**src/rtl/sensors_pkg.sv**
```systemverilog
// Shared types and width rules for the sequential sensor scan/statistics block.
package sensors_pkg;

    typedef enum logic {
        ST_IDLE = 1'b0,
        ST_SCAN = 1'b1
    } scan_state_t;

    localparam int DEF_NR_OF_SENSORS = 5;
    localparam int DEF_DATA_WIDTH    = 8;
    localparam int DEF_SUM_WIDTH     = 16;
    localparam int DEF_CNT_WIDTH     = 8;

    // Sum must hold N full-scale samples; count must hold the value N.
    function automatic bit widths_ok(input int n, input int dw, input int sw, input int cw);
        return (n >= 1) && (sw >= dw + $clog2(n + 1)) && (cw >= $clog2(n + 1));
    endfunction

endpackage

```
**src/rtl/sensor_stat_accum.sv**
```systemverilog
// Running sum/count/min/max/alarm accumulator. The o_*_nxt outputs show the
// state including the current sample, independent of a simultaneous clear.
module sensor_stat_accum
    import sensors_pkg::*;
#(
    parameter int DATA_WIDTH = DEF_DATA_WIDTH,
    parameter int SUM_WIDTH  = DEF_SUM_WIDTH,
    parameter int CNT_WIDTH  = DEF_CNT_WIDTH
) (
    input  logic                  i_clk,
    input  logic                  i_rst,
    input  logic                  i_clr,
    input  logic                  i_upd,
    input  logic [DATA_WIDTH-1:0] i_sample,
    input  logic [DATA_WIDTH-1:0] i_threshold,
    output logic [SUM_WIDTH-1:0]  o_sum_nxt,
    output logic [CNT_WIDTH-1:0]  o_cnt_nxt,
    output logic [DATA_WIDTH-1:0] o_min_nxt,
    output logic [DATA_WIDTH-1:0] o_max_nxt,
    output logic                  o_alarm_nxt
);

    logic [SUM_WIDTH-1:0]  r_sum;
    logic [CNT_WIDTH-1:0]  r_cnt;
    logic [DATA_WIDTH-1:0] r_min;
    logic [DATA_WIDTH-1:0] r_max;
    logic                  r_alarm;

    always_comb begin
        o_sum_nxt   = r_sum;
        o_cnt_nxt   = r_cnt;
        o_min_nxt   = r_min;
        o_max_nxt   = r_max;
        o_alarm_nxt = r_alarm;
        if (i_upd) begin
            o_sum_nxt   = r_sum + SUM_WIDTH'(i_sample);
            o_cnt_nxt   = r_cnt + CNT_WIDTH'(1);
            o_min_nxt   = (i_sample < r_min) ? i_sample : r_min;
            o_max_nxt   = (i_sample > r_max) ? i_sample : r_max;
            o_alarm_nxt = r_alarm | (i_sample > i_threshold);
        end
    end

    always_ff @(posedge i_clk or posedge i_rst) begin
        if (i_rst) begin
            r_sum   <= '0;
            r_cnt   <= '0;
            r_min   <= '1;
            r_max   <= '0;
            r_alarm <= 1'b0;
        end else if (i_clr) begin
            r_sum   <= '0;
            r_cnt   <= '0;
            r_min   <= '1;
            r_max   <= '0;
            r_alarm <= 1'b0;
        end else begin
            r_sum   <= o_sum_nxt;
            r_cnt   <= o_cnt_nxt;
            r_min   <= o_min_nxt;
            r_max   <= o_max_nxt;
            r_alarm <= o_alarm_nxt;
        end
    end

endmodule

```
**src/rtl/sensors_scan_stats.sv**
```systemverilog
// Snapshots all sensors on start, scans one per clock, and publishes
// sum/count/min/max/alarm with a one-cycle done pulse.
//   state   | meaning
//   ST_IDLE | waiting for start_i, results hold last scan
//   ST_SCAN | one snapshot sensor accumulated per clock
module sensors_scan_stats
    import sensors_pkg::*;
#(
    parameter int NR_OF_SENSORS = DEF_NR_OF_SENSORS,
    parameter int DATA_WIDTH    = DEF_DATA_WIDTH,
    parameter int SUM_WIDTH     = DEF_SUM_WIDTH,
    parameter int CNT_WIDTH     = DEF_CNT_WIDTH
) (
    input  logic                                clk_i,
    input  logic                                rst_i,
    input  logic                                start_i,
    input  logic [NR_OF_SENSORS*DATA_WIDTH-1:0] sensors_data_i,
    input  logic [NR_OF_SENSORS-1:0]            sensors_en_i,
    input  logic [DATA_WIDTH-1:0]               threshold_i,
    output logic                                busy_o,
    output logic                                done_o,
    output logic [SUM_WIDTH-1:0]                temp_sum_o,
    output logic [CNT_WIDTH-1:0]                nr_active_sensors_o,
    output logic [DATA_WIDTH-1:0]               temp_min_o,
    output logic [DATA_WIDTH-1:0]               temp_max_o,
    output logic                                none_active_o,
    output logic                                alarm_o
);

    localparam int IDX_W = (NR_OF_SENSORS > 1) ? $clog2(NR_OF_SENSORS) : 1;
    localparam logic [IDX_W-1:0] LAST_IDX = IDX_W'(NR_OF_SENSORS - 1);

    if (!widths_ok(NR_OF_SENSORS, DATA_WIDTH, SUM_WIDTH, CNT_WIDTH)) begin : g_width_check
        $error("sensors_scan_stats: SUM_WIDTH/CNT_WIDTH too small for NR_OF_SENSORS/DATA_WIDTH");
    end

    scan_state_t r_state;
    scan_state_t w_state_nxt;

    logic [IDX_W-1:0]                    r_idx;
    logic [NR_OF_SENSORS*DATA_WIDTH-1:0] r_data;
    logic [NR_OF_SENSORS-1:0]            r_en;
    logic [DATA_WIDTH-1:0]               r_thr;
    logic [DATA_WIDTH-1:0]               w_samples [NR_OF_SENSORS];
    logic [DATA_WIDTH-1:0]               w_sample;
    logic                                w_last;
    logic                                w_start;
    logic                                w_upd;

    logic [SUM_WIDTH-1:0]  w_sum_nxt;
    logic [CNT_WIDTH-1:0]  w_cnt_nxt;
    logic [DATA_WIDTH-1:0] w_min_nxt;
    logic [DATA_WIDTH-1:0] w_max_nxt;
    logic                  w_alarm_nxt;

    // A start on the final scan edge re-arms immediately, giving one result every N cycles.
    assign w_last  = (r_state == ST_SCAN) && (r_idx == LAST_IDX);
    assign w_start = start_i && ((r_state == ST_IDLE) || w_last);
    assign w_upd   = (r_state == ST_SCAN) && r_en[r_idx];

    for (genvar k = 0; k < NR_OF_SENSORS; k++) begin : g_unpack
        assign w_samples[k] = r_data[k*DATA_WIDTH +: DATA_WIDTH];
    end
    assign w_sample = w_samples[r_idx];

    always_ff @(posedge clk_i or posedge rst_i) begin
        if (rst_i) r_state <= ST_IDLE;
        else       r_state <= w_state_nxt;
    end

    always_comb begin
        w_state_nxt = r_state;
        case (r_state)
            ST_IDLE: if (start_i) w_state_nxt = ST_SCAN;
            ST_SCAN: if (w_last && !start_i) w_state_nxt = ST_IDLE;
            default: w_state_nxt = ST_IDLE;
        endcase
    end

    always_comb begin
        busy_o = (r_state == ST_SCAN);
    end

    always_ff @(posedge clk_i or posedge rst_i) begin
        if (rst_i) begin
            r_idx  <= '0;
            r_data <= '0;
            r_en   <= '0;
            r_thr  <= '0;
        end else if (w_start) begin
            r_idx  <= '0;
            r_data <= sensors_data_i;
            r_en   <= sensors_en_i;
            r_thr  <= threshold_i;
        end else if (r_state == ST_SCAN) begin
            r_idx  <= w_last ? '0 : r_idx + IDX_W'(1);
        end
    end

    sensor_stat_accum #(
        .DATA_WIDTH (DATA_WIDTH),
        .SUM_WIDTH  (SUM_WIDTH),
        .CNT_WIDTH  (CNT_WIDTH)
    ) u_accum (
        .i_clk       (clk_i),
        .i_rst       (rst_i),
        .i_clr       (w_start),
        .i_upd       (w_upd),
        .i_sample    (w_sample),
        .i_threshold (r_thr),
        .o_sum_nxt   (w_sum_nxt),
        .o_cnt_nxt   (w_cnt_nxt),
        .o_min_nxt   (w_min_nxt),
        .o_max_nxt   (w_max_nxt),
        .o_alarm_nxt (w_alarm_nxt)
    );

    always_ff @(posedge clk_i or posedge rst_i) begin
        if (rst_i) begin
            done_o              <= 1'b0;
            temp_sum_o          <= '0;
            nr_active_sensors_o <= '0;
            temp_min_o          <= '0;
            temp_max_o          <= '0;
            none_active_o       <= 1'b0;
            alarm_o             <= 1'b0;
        end else begin
            done_o <= w_last;
            if (w_last) begin
                temp_sum_o          <= w_sum_nxt;
                nr_active_sensors_o <= w_cnt_nxt;
                temp_min_o          <= (w_cnt_nxt == '0) ? '0 : w_min_nxt;
                temp_max_o          <= w_max_nxt;
                none_active_o       <= (w_cnt_nxt == '0);
                alarm_o             <= w_alarm_nxt;
            end
        end
    end

endmodule
```
**config.mk**
```make
export PLATFORM = sky130hd
export DESIGN_NAME = sensors_scan_stats
export DESIGN_NICKNAME = d
export VERILOG_FILES = /design/src/rtl/sensors_pkg.sv /design/src/rtl/sensor_stat_accum.sv /design/src/rtl/sensors_scan_stats.sv
export SDC_FILE = /design/constraint.sdc
export NUM_CORES = 1
export LEC_CHECK = 0
export ABC_AREA = 1
export CAP_MARGIN = 40
export CORE_MARGIN = 2
export CORE_UTILIZATION = 39
export CTS_CLUSTER_DIAMETER = 120
export DETAILED_ROUTE_END_ITERATION = 8
export PLACE_DENSITY_LB_ADDON = 0.2
export SLEW_MARGIN = 10
export SYNTH_ARGS = -nofsm -noshare
export SYNTH_HDL_FRONTEND = slang
export SYNTH_SLANG_ARGS = --single-unit
```
**constraint.sdc**
```tcl
create_clock -name clk_i -period 5.35 [get_ports clk_i]
set_input_delay 0.535 -clock clk_i [delete_from_list [all_inputs] [get_ports clk_i]]
set_output_delay 0.535 -clock clk_i [all_outputs]
set_load 0.01 [all_outputs]
```
# Yosys cells after proc, flatten, opt, wreduce, memory -nomap -nowiden

Cells that the tools add are included.

$add $sub $neg: 3
Bitwise operators: 3
Multiplexer cells: 24
$lt $le $gt $ge: 5
Equal/unequal tests: 1
Reduce and logical (&&, ||, !) cells: 8

Operator list:

| operator            | count |
|---|---|
| $mux 8              | 11 |
| $mux 16             | 2 |
| $bmux 8 s3          | 1 |
| $add 16x8->16       | 1 |
| $gt 8x8->1          | 2 |
| $mux 3              | 3 |
| $add 8x1->8 const B | 1 |
| $logic_not 8->1     | 1 |
| $lt 8x8->1          | 1 |
| $mux 1              | 5 |
| $ge 4x4->1 const B  | 1 |
| $logic_and 1x1->1   | 4 |
| $lt 3x4->1 const B  | 1 |
| $not 3->4           | 1 |
| $add 3x1->3 const B | 1 |
| $bmux 1 s3          | 1 |
| $eq 3x3->1 const B  | 1 |
| $pmux 1 s2          | 1 |
| $reduce_bool 2->1   | 1 |
| $logic_not 1->1     | 1 |
| $logic_or 1x1->1    | 1 |
| $not 1->1           | 1 |
| $or 1x1->1          | 1 |

Input bits: 56
Word-level logic and storage cells: 61
Register bits: 141
Output and inout bits: 44

# Logic depth before layout (Yosys ltp)

Word-level depth: 8
Depth in mapped cells: 19
Depth with buffers taken out: 18

# Hierarchy

Synthesis repeated with hierarchy kept, for this count alone.

Cells, all modules: 963
Area, all modules: 7368.3 µm²

Modules (own cells, without submodules):

| module             | area an instance (µm²) | seq. area each (µm²) | cells each | instances |
|---|---|---|---|---|
| sensors_scan_stats | 4277.9                 | 2502.4               | 521        | 1 |
| sensor_stat_accum  | 3090.5                 | 1036.0               | 442        | 1 |

# Worst setup path after synthesis

No wires, ideal clock.

Path kind: register to register
Start point: register r_idx[0]
End point: register temp_sum_o[8]
Stages on the path, launching flop included: 17
Buffers on the path: 2
Slack: 2715 ps
Setup time: 133 ps
Period minus slack after synthesis: 2635 ps
Data required time: 5217 ps
Arrival time: 2502 ps
Path through: dfrtp_1 > buf_6 > inv_2 > clkbuf_1 > nand2_1 > nand3_1 > nand3_1 > nand2_1 > inv_1 > fa_1 > inv_1 > nand4_1 > nand3_1 > a31oi_1 > nor2_2 > xor2_1 > o21ai_0

Cells in the longest elaborated chain, start to end: 6
Elaborated cells between the ends (all ways): 11
Those cells by class: add/sub: 1; eq/ne: 1; mux: 6; bitwise: 1; reduce/logical: 2

Ends and longest elaborated chain:

| what                                       | line                      | RTL |
|---|---|---|
| start: declaration                         | sensors_scan_stats.sv:40  | `logic [IDX_W-1:0] r_idx;` |
| start signal: assignment                   | sensors_scan_stats.sv:96  | `r_idx <= w_last ? '0 : r_idx + IDX_W'(1);` |
| $not 3->4 (implied by the code)            | sensors_scan_stats.sv:64  | `assign w_sample = w_samples[r_idx];` |
| $bmux 8 s3                                 | sensors_scan_stats.sv:64  |  |
| $mux 8 (implied by the code) (2 in series) | sensors_scan_stats.sv:64  |  |
| $add 16x8->16                              | sensor_stat_accum.sv:36   | `o_sum_nxt = r_sum + SUM_WIDTH'(i_sample);` |
| $mux 16                                    | sensor_stat_accum.sv:35   | `if (i_upd) begin` |
| end signal: assignment                     | sensors_scan_stats.sv:130 | `temp_sum_o <= w_sum_nxt;` |
| end: declaration                           | sensors_scan_stats.sv:22  | `output logic [SUM_WIDTH-1:0] temp_sum_o,` |

Parallel ways exist; a longest one is shown, timed or not. The select of a mux whose other input is x is not followed.
A chain may end at the register's enable or synchronous reset.

# Worst setup path in the final report

Same ends and word-level chain as after synthesis.

==> summary.txt <==
Outcome
  – Run status: completed

Layout
  – Regs by FF count: r_data x40, temp_sum_o x16, u_accum.r_sum x16
  – Biggest register: r_data
  – Layout Area Growth over Synthesis: 26.40%
  – Number of flip-flops in the largest register: 40
  – Multi-input logic area: 3127 µm²
  – Diode count: 0
  – Utilization after layout: 50.16%
  – Fill cells: 1737
  – Share of cells above drive strength 1: 6.212%
  – Final net count: 1077
  – Reg area: 3538 µm²

Power and ir drop
  – Comb power frac: 50.4%
  – Pwr per Cell Area: 715.9 nW/µm²
  – Sw frac: 43.32%
  – Leakage: 4.543 nW
  – Peak VDD IR: 0.3368 mV
  – Clock power frac: 20.0%
  – Internal Power: 3.656 mW
  – P_sw: 2.794 mW
  – Sequential power share: 29.6%

Worst setup path
  – Startpoint Class: flip-flop
  – Flop-to-flop setup slack: 1960 ps
  – Crit end category: flip-flop
  – Worst-path fanout max: 28
  – Critical path class: flip-flop to flip-flop
  – Critical path origin: r_idx[0]$_DFFE_PP0P_
  – Reg2reg path depth: 14
  – RR Startpoint: r_idx[0]$_DFFE_PP0P_
  – Required time at the worst-slack endpoint: 5630 ps
  – Crit Reg-Reg Endpoint: temp_sum_o[8]$_DFFE_PP0P_
  – Setup crit end: temp_sum_o[8]$_DFFE_PP0P_
  – Worst EP arrival: 3680 ps

Synth
  – Synth top area cells: dfrtp_1, nand2_1, ha_1
  – Top cell type's share of synthesized area: 46.69%
  – Synth Instances: 895
  – Mean post-synth cell area: 7.964 µm²
  – Syn Nets: 986
  – Cell Area, Synth: 7128 µm²
  – Netlist cell types: 38
  – Sequential area share after synthesis: 49.64%
  – #FFs+latches synth: 141
  – Synth Warn #: 0
  – Dominant cell type by area after synthesis: dfrtp_1

STA
  – Setup TNS: 0 ps
  – Max Fclk: 0.2946 GHz
  – Final setup vio count: 0
  – Relative slew margins: 41.24%
  – Tcrit/Tclk final: 63.45%
  – Worst Tran Pin Value: 881.3 ps
  – Fin. Hold Viols: 0
  – Minimum clock period: 3395 ps
  – Max Slew Vio Count: 0
  – RSZ-0062 raised after global routing: false
  – Final Skew: 9.763 ps

Global route
  – First-pass GRT wire length: 28410 µm
  – Number of global-route vias before repair: 5708
  – Gr ovfl total: 0
  – Largest net degree at the start of global routing: 64
  – Tot GR Track Use: 18.38%
  – Initial antenna violation count: 0

CTS
  – CTS tree: built
  – Hold-fix buffers, CTS: 0
  – Htree depth: 4
  – Clock-pin slew on the worst setup and hold paths: 60 ps
  – Clk sink count: 141
  – Worst skew pair latency: 430 ps
  – Cts bufs inserted: 17
  – Resized cells post-CTS: 0
  – Postcts setup bufs: 0
  – CTS Root Cell: clkbuf_16
  – CTS Buffer Depth: 2

Placement
  – Final HPWL DP: 12100 µm
  – Gpl congestion: 0.8368
  – Port Buf Inserts: 99

Floorplan
  – IO Count: 100
  – Die Y-Extent: 139.2 µm
  – DIE AREA: 19370 µm²
  – Rows: 49
  – Die X: 139.2 µm
  – Initial Util: 39.68%
  – Core Area: 17960 µm²

Hold path
  – Tightest Hold Check Type: flip-flop to flip-flop

Drt
  – DR DRC count: 0
  – TritonRoute pass-1 iters: 5
  – DR WL/cell: 13.63 µm
  – Total Wirelength: 16720 µm
  – Vias per cell: 4.766
  – Post-DRT Antenna Nets: 0
  – Vias post-DR: 5848
  – DRT iter0 DRCs: 355

Flow run
  – Max Cap Viol: 0
-- cells in the final DEF (no fill, tap or decap), types with 3 or more instances in the layout --
| master | instances |
|---|---|
| a21oi_1 | 24 |
| dfrtp_1 | 133 |
| nor2_4 | 3 |
| nand4_1 | 4 |
| nand2_1 | 333 |
| buf_4 | 3 |
| dfstp_2 | 8 |
| xor2_1 | 10 |
| xnor2_1 | 3 |
| inv_1 | 82 |
| clkinvlp_4 | 3 |
| inv_2 | 4 |
| ha_1 | 34 |
| nor2_1 | 49 |
| nand3_1 | 68 |
| o21ai_1 | 4 |
| clkdlybuf4s50_1 | 99 |
| bufinv_16 | 5 |
| clkbuf_16 | 17 |
| o21ai_0 | 74 |
-- stage by stage --
stage,hold WS [ps],cell area [µm²],total power [mW],cells,setup WS (ps)
after floorplan,442.2,7128,4.185,895,1047
final,472.4,9010,6.450,1227,1955
after global routing,485.2,9010,7.121,1227,1561
after detailed placement,460.1,8372,5.198,1196,1986
after CTS,475.2,9010,6.519,1227,1986
after global placement,456.0,8297,5.111,1193,2075
-- power groups by stage --
stage          Clock (mW)  Combinational (mW)  Sequential (mW)
2_1_floorplan           0                2.31             1.88
4_1_cts              1.31                3.29             1.91
6_report             1.29                3.25             1.91
3_5_place_dp            0                3.28             1.92
5_1_grt              1.36                3.79             1.98
3_3_place_gp            0                3.19             1.92
-- critical path: stages, from the launching register on --
cell and delay [ps]:
dfrtp_1 920, inv_2 270, nand2_1 130, nand3_1 70, nand3_1 130, nand2_1 220
ha_1 440, inv_1 80, o21bai_1 160, nand2_1 70, nand3_1 120, a31oi_1 120
nor2_2 190, xor2_1 230, o21ai_0 100
-- routing by layer --
metal | up-vias | part of all wire (%) | GRT usage, % | wire length, µm
li1 | 3026 | - | - | -
met1 | 2667 | 48 | 25.40 | 8059
met2 | 135 | 45 | 28.52 | 7571
met3 | 20 | 4.3 | 3.867 | 721
met4 | 0 | 2.2 | 7.018 | 371
met5 | - | 0 | 0 | 0
-- cells by family (layout without fill, tap and decap cells) --
logic type	count (synthesis)	count (layout)	share of synthesized area (%)
simple gates	473	473	27.38
buf+inv	120	223	6.670
mux	1	1	0.1404
fa+ha+maj	35	35	6.249
xor+xnor	13	13	1.597
flops	141	141	49.64
compound gates	112	112	8.320
-- how the worst min path moves through the flow --
| stage | start | to | slack [ps] | cells past startpoint |
|---|---|---|---|---|
| global placement | r_data[36]$_DFFE_PP0P_ | r_data[36]$_DFFE_PP0P_ | 460 | 2 |
| finish | r_data[36]$_DFFE_PP0P_ | r_data[36]$_DFFE_PP0P_ | 470 | 2 |
| floorplan | r_data[25]$_DFFE_PP0P_ | r_data[25]$_DFFE_PP0P_ | 440 | 2 |
| global route | r_data[38]$_DFFE_PP0P_ | r_data[38]$_DFFE_PP0P_ | 490 | 2 |
| detailed placement | r_data[36]$_DFFE_PP0P_ | r_data[36]$_DFFE_PP0P_ | 460 | 2 |
| CTS | r_data[36]$_DFFE_PP0P_ | r_data[36]$_DFFE_PP0P_ | 480 | 2 |
-- synth_stat cells (all sizes together) --
library cell / number
nand2: 336
dfrtp: 133
inv: 87
o21ai: 78
nand3: 70
nor2: 55
ha: 34
a21oi: 26
clkbuf: 22
buf: 11
xor2: 10
dfstp: 8
nand4: 4
xnor2: 3
a21o: 2
a31oi: 2
and2: 2
nand3b: 2
nor3: 2
o21bai: 2
fa: 1
mux2i: 1
nor4: 1
o211ai: 1
o31ai: 1
or2: 1
-- cell type report --
| cell class | count | share of cell area (%) |
|---|---|---|
| flip-flops and latches | 141 | 39.27 |
| well taps | 229 | 3.180 |
| clock buffers | 20 | 4.958 |
| inverters | 87 | 3.680 |
| multi-input cells | 634 | 34.70 |
| clock inverters | 11 | 2.125 |
| repair buffers | 105 | 12.08 |
(Power assumes the default switching activity.)
==> RTL change 1 (same settings) <==
Put one more register stage on the output `temp_max_o`, cleared by the reset. The value now appears one clock later. The other outputs are not delayed to match.
--- a/src/rtl/sensors_scan_stats.sv
+++ b/src/rtl/sensors_scan_stats.sv
@@ -29,6 +29,8 @@
 
     localparam int IDX_W = (NR_OF_SENSORS > 1) ? $clog2(NR_OF_SENSORS) : 1;
     localparam logic [IDX_W-1:0] LAST_IDX = IDX_W'(NR_OF_SENSORS - 1);
+
+    logic [DATA_WIDTH-1:0] temp_max_s0;
 
     if (!widths_ok(NR_OF_SENSORS, DATA_WIDTH, SUM_WIDTH, CNT_WIDTH)) begin : g_width_check
         $error("sensors_scan_stats: SUM_WIDTH/CNT_WIDTH too small for NR_OF_SENSORS/DATA_WIDTH");
@@ -121,7 +123,7 @@
             temp_sum_o          <= '0;
             nr_active_sensors_o <= '0;
             temp_min_o          <= '0;
-            temp_max_o          <= '0;
+            temp_max_s0         <= '0;
             none_active_o       <= 1'b0;
             alarm_o             <= 1'b0;
         end else begin
@@ -130,11 +132,19 @@
                 temp_sum_o          <= w_sum_nxt;
                 nr_active_sensors_o <= w_cnt_nxt;
                 temp_min_o          <= (w_cnt_nxt == '0) ? '0 : w_min_nxt;
-                temp_max_o          <= w_max_nxt;
+                temp_max_s0         <= w_max_nxt;
                 none_active_o       <= (w_cnt_nxt == '0);
                 alarm_o             <= w_alarm_nxt;
             end
         end
     end
 
+    always_ff @(posedge clk_i or posedge rst_i) begin
+        if (rst_i) begin
+            temp_max_o <= '0;
+        end else begin
+            temp_max_o <= temp_max_s0;
+        end
+    end
+
 endmodule
Behaviour: not the same (Yosys sat finds a counterexample within 10 cycles, from zero or initial values and one cycle with rst_i high).
==> RTL change 1 against the unedited design <==
- die area rose by 2.6%
- worst hold slack got worse by 0.094 ns
- global-route usage rose by 0.24 points
- worst setup slack got worse by 0.080 ns
- sequential cell count rose by 8
- total power rose by 0.60%
- cell count rose by 0.81%
- clock power fell by 7%
- clock skew rose by 0.0053 ns
- cell area rose by 1.5%
- wire length rose by 2.4%
- synthesized cell count rose by 0.34%
- synthesized area rose by 2.7%
- combinational power rose by 2%
- largest cell class unchanged
==> RTL change 1: results (changes against the unedited design) <==
Synthesis
  • Mux cell area share after synthesis: 0.273% (was 0.140%)
  • Mapped Nets: 989 (was 986)
  • Main synth FF type: dfrtp_1 (unchanged)
  • Synth top cells by count: nand2_1 (327), dfrtp_1 (141), inv_1 (92) (was nand2_1 (333), dfrtp_1 (133), inv_1 (83))
  • Post-synthesis xor/xnor area fraction: 2.27% (was 1.60%)
  • Avg Synthesized Cell Area: 8.15 um^2 (was 7.96 um^2)
  • Register area share after synthesis: 51.1% (was 49.6%)
  • Distinct cells, synth: 37 (was 38)
  • Complex-gate fraction of the synthesized area: 8.12% (was 8.32%)
  • Adder-cell share of the synthesized area: 6.08% (was 6.25%)
  • Dominant cells by area after synthesis: dfrtp_1 (48%), nand2_1 (17%), ha_1 (5.8%) (was dfrtp_1 (47%), nand2_1 (18%), ha_1 (6.0%))

Hold path
  • Worst Hold Path Cells: 0 (was 2)
  • Worst hold path type: reg2reg (unchanged)

Clocking
  • Resized Gates After CTS: 0 (unchanged)
  • Post-CTS setup buffers: 0 (unchanged)
  • Clock Path Buffers: 2 (unchanged)
  • Clock Latency Late Sink: 0.44 ns
  • CTS H-tree depth: 4 (unchanged)
  • Root Driver: clkbuf_16 (unchanged)
  • Hold Buf Count CTS: 0 (unchanged)

Critical path
  • Top delay family on crit path: flip-flops (was simple AND/OR/NAND/NOR gates)
  • CP peak stage delay: 0.88 ns (was 0.92 ns)
  • Worst Path Max Fanout: 28 (unchanged)

Global routing
  • First-pass GRT wire length: 28.8 mm (was 28.4 mm)
  • Vias in the first global route: 5,652 (was 5,708)
  • Tot GR Track Use: 18.6% (was 18.4%)
  • Largest net degree at the start of global routing: 87 (was 64)

Placed design
  • Port-buffer cells: 99 (unchanged)
  • Placed Area: 0.00855 mm^2 (was 0.00837 mm^2)
  • Placer's final routability congestion estimate: 0.862 (was 0.837)
  • Placement Setup Slack: 1.88 ns (was 1.99 ns)
  • DP Wirelength: 11.9 mm (was 12.1 mm)

Power and ir drop
  • Worst VDD drop: 0.310 mV (was 0.337 mV)
  • LEAKAGE: 0.00460 uW (was 0.00454 uW)

Routing
  • Vias per inst: 4.74 (was 4.77)
  • 1st-iter DRT viols: 388 (was 355)
  • First drt pass iteration count: 6 (was 5)
  • WL per Instance: 13.8 um (was 13.6 um)

Timing
  • Tightest Pin Transition: 0.833 ns (was 0.881 ns)
  • Worst Skew: 0.0151 ns (was 0.00976 ns)

Finish
  • Share of layout cells above drive strength 1: 6.08% (was 6.21%)
  • Finished Layout Cells: 1,237 (was 1,227)
  • Largest registers: r_data (40), temp_sum_o (16), u_accum.r_sum (16) (unchanged)
  • Post-layout net count: 1,081 (was 1,077)
  • Antenna cells: 0 (unchanged)

Status
  • Status: complete, no violations (unchanged)
RTL change 1: cell types whose count changed after synthesis, sizes merged, moves of 3 or more:
cell	change
xor2	+6
clkbuf	-3
nor3	+3
nor2	-5
inv	+10
dfrtp	+8
nand2	-6
nand3	-11
RTL change 1: layout make-up:
cell class              instances  area (um^2)
clock buffers                  25          495
clock inverters                 7         93.8
fillers                      1803         9440
inverters                      98          374
multi-input cells             619         3070
flip-flops and latches        149         3740
well taps                     234          293
repair buffers                105         1080
RTL change 1: worst paths after layout:
| check | startpoint | to | slack (ns) |
|---|---|---|---|
| max in group asynchronous | rst_i | temp_sum_o[13]$_DFFE_PP0P_ | 3.68 |
| worst max-delay path | r_idx[0]$_DFFE_PP0P_ | temp_sum_o[12]$_DFFE_PP0P_ | 1.88 |
| min in group asynchronous | rst_i | temp_sum_o[1]$_DFFE_PP0P_ | 0.44 |
| worst max register to register | r_idx[0]$_DFFE_PP0P_ | temp_sum_o[12]$_DFFE_PP0P_ | 1.88 |
| worst min-delay path | temp_max_s0[0]$_DFFE_PP0P_ | temp_max_o[0]$_DFF_PP0_ | 0.38 |
| worst min register to register | temp_max_s0[0]$_DFFE_PP0P_ | temp_max_o[0]$_DFF_PP0_ | 0.38 |
RTL change 1: report_power, final:
part | leakage, uW | internal [uW] | switching [uW]
logic | 0.00245 | 1230 | 2070
registers | 0.00187 | 1680 | 313
clock network | 0.000284 | 736 | 465
RTL change 1: metal layers:
| layer | vias up | share of wire (%) | global-route usage, % |
|---|---|---|---|
| met2 | 109 | 47 | 29.2 |
| met1 | 2717 | 48 | 25.5 |
| met5 | - | 0 | 0 |
| met3 | 20 | 3.0 | 3.91 |
| met4 | 0 | 1.8 | 7.21 |
| li1 | 3020 | - | - |
==> RTL change 2 (same flow settings) <==
Without the edit above. Set the package constant `DEF_NR_OF_SENSORS` to 10 (it was 5).
--- a/src/rtl/sensors_pkg.sv
+++ b/src/rtl/sensors_pkg.sv
@@ -6,7 +6,7 @@
         ST_SCAN = 1'b1
     } scan_state_t;
 
-    localparam int DEF_NR_OF_SENSORS = 5;
+    localparam int DEF_NR_OF_SENSORS = 10;
     localparam int DEF_DATA_WIDTH    = 8;
     localparam int DEF_SUM_WIDTH     = 16;
     localparam int DEF_CNT_WIDTH     = 8;
Interface: changed (resized sensors_data_i and sensors_en_i); port bits go from 100 to 145. No check against the original RTL was run, so the function may have changed too.
==> RTL change 2 against the unedited design <==
- via count is 31% higher
- non-clock buffer count increased by 46
- wire length grew 39%
- sequential cell count is 46 higher
- total power increased by 19%
- synthesized area increased by 30%
- cell area grew 28%
- worst setup slack worse by 0.44 ns
- highest routed layer unchanged
==> RTL change 2: results (changes against the unedited design) <==
Global routing
  • First-pass GRT wire length: 38.4 mm (was 28.4 mm)
  • Tot GR Track Use: 19.7% (was 18.4%)
  • Vias in the first global route: 7,592 (was 5,708)
  • Largest net degree at the start of global routing: 120 (was 64)

Critical path
  • Crit path from: r_idx[1]$_DFFE_PP0P_ (was r_idx[0]$_DFFE_PP0P_)
  • FF-to-FF setup slack: 1.52 ns (was 1.96 ns)
  • Critical path arrival: 4.12 ns (was 3.68 ns)
  • Reg-to-reg endpoint: temp_max_o[4]$_DFFE_PP0P_ (was temp_sum_o[8]$_DFFE_PP0P_)
  • Worst Path Max Fanout: 24 (was 28)
  • R2R cell count: 13 (was 14)

Placed design
  • Placer's final routability congestion estimate: 0.867 (was 0.837)
  • Placed Area: 0.0109 mm^2 (was 0.00837 mm^2)
  • DP Wirelength: 16.5 mm (was 12.1 mm)
  • Post-Place Cells: 1,554 (was 1,196)

Synthesis
  • Mapped Nets: 1,271 (was 986)
  • Distinct cells, synth: 47 (was 38)
  • Register area share after synthesis: 50.6% (was 49.6%)
  • Avg Synthesized Cell Area: 8.16 um^2 (was 7.96 um^2)
  • Dominant cells by area after synthesis: dfrtp_1 (48%), nand2_1 (18%), ha_1 (4.6%) (was dfrtp_1 (47%), nand2_1 (18%), ha_1 (6.0%))

Finish
  • Largest registers: r_data (80), temp_sum_o (16), u_accum.r_sum (16) (was r_data (40), temp_sum_o (16), u_accum.r_sum (16))
  • Share of layout cells above drive strength 1: 6.55% (was 6.21%)
  • Post-layout net count: 1,390 (was 1,077)
  • Final-layout fill cell count: 2,323 (was 1,737)

Hold path
  • Worst hold path type: in2async (was reg2reg)

Power and ir drop
  • Power Combinational: 3870 uW (was 3250 uW)
  • Psw: 3400 uW (was 2790 uW)
  • Clk. pwr: 1330 uW (was 1290 uW)
  • Power Total: 7670 uW (was 6450 uW)
  • LEAKAGE: 0.00569 uW (was 0.00454 uW)

Status
  • Status: complete, no violations (unchanged)

Clocking
  • CTS H-tree depth: 4 (unchanged)

Routing
  • Met2 Routed Length: 11.5 mm (was 7.57 mm)
  • Met3 WL post-DR: 943 um (was 721 um)
  • Drt total wl: 23.3 mm (was 16.7 mm)
  • Via Count: 7,652 (was 5,848)
  • WL per Instance: 14.7 um (was 13.6 um)
  • Metal-1 WL: 10.7 mm (was 8.06 mm)

Timing
  • Hold_ws: 0.439 ns (was 0.472 ns)
  • Worst Skew: 0.0110 ns (was 0.00976 ns)
[RTL change 2: cell count changes after synthesis, sizes merged, moves of 14 or more]
| cell | before | now |
|---|---|---|
| clkbuf | 22 | 36 |
| dfrtp | 133 | 179 |
| nand2 | 336 | 460 |
| nand3 | 70 | 52 |
| nor2 | 55 | 81 |
| o21ai | 78 | 105 |
[RTL change 2: area by class of cell]
| class | instances | area (um^2) | area share [%] |
|---|---|---|---|
| clock buffer | 18 | 439 | 3.80 |
| clock inverter | 14 | 168 | 1.45 |
| inverter | 83 | 318 | 2.75 |
| multi-input combinational | 814 | 4020 | 34.8 |
| sequential | 187 | 4690 | 40.6 |
| tap | 319 | 399 | 3.45 |
| timing repair buffer | 151 | 1530 | 13.2 |
[RTL change 2: cells by family (layout without fill, tap and decap cells)]
kind of cell             after synthesis  count (layout)  synth area share (%)
AO/OA/AOI/OAI                        155             155                  9.34
XOR/XNOR                              18              18                  1.70
adder cells (fa/ha/maj)               35              35                  4.81
buffers and inverters                134             266                  6.01
flip-flops                           187             187                  50.6
multiplexers                           1               1                 0.108
AND/OR/NAND/NOR                      605             605                  27.4
[RTL change 2: worst max-delay path by stage]
stage          cells after the start                     endpoint  slack [ns]
2_1_floorplan                      1          alarm_o$_DFFE_PP0P_        2.42
3_3_place_gp                      16  u_accum.r_sum[12]$_DFF_PP0_        1.70
3_5_place_dp                      13    temp_max_o[4]$_DFFE_PP0P_        1.62
4_1_cts                           13    temp_max_o[4]$_DFFE_PP0P_        1.57
5_1_grt                           16   temp_sum_o[12]$_DFFE_PP0P_        1.21
6_report                          13    temp_max_o[4]$_DFFE_PP0P_        1.52
[RTL change 2: per-layer routing]
layer  GRT usage [%]  vias to the layer above
met5               0                        -
met4            3.65                        0
met3            3.37                       11
met2            33.3                      179
met1            26.7                     3605
li1                -                     3857
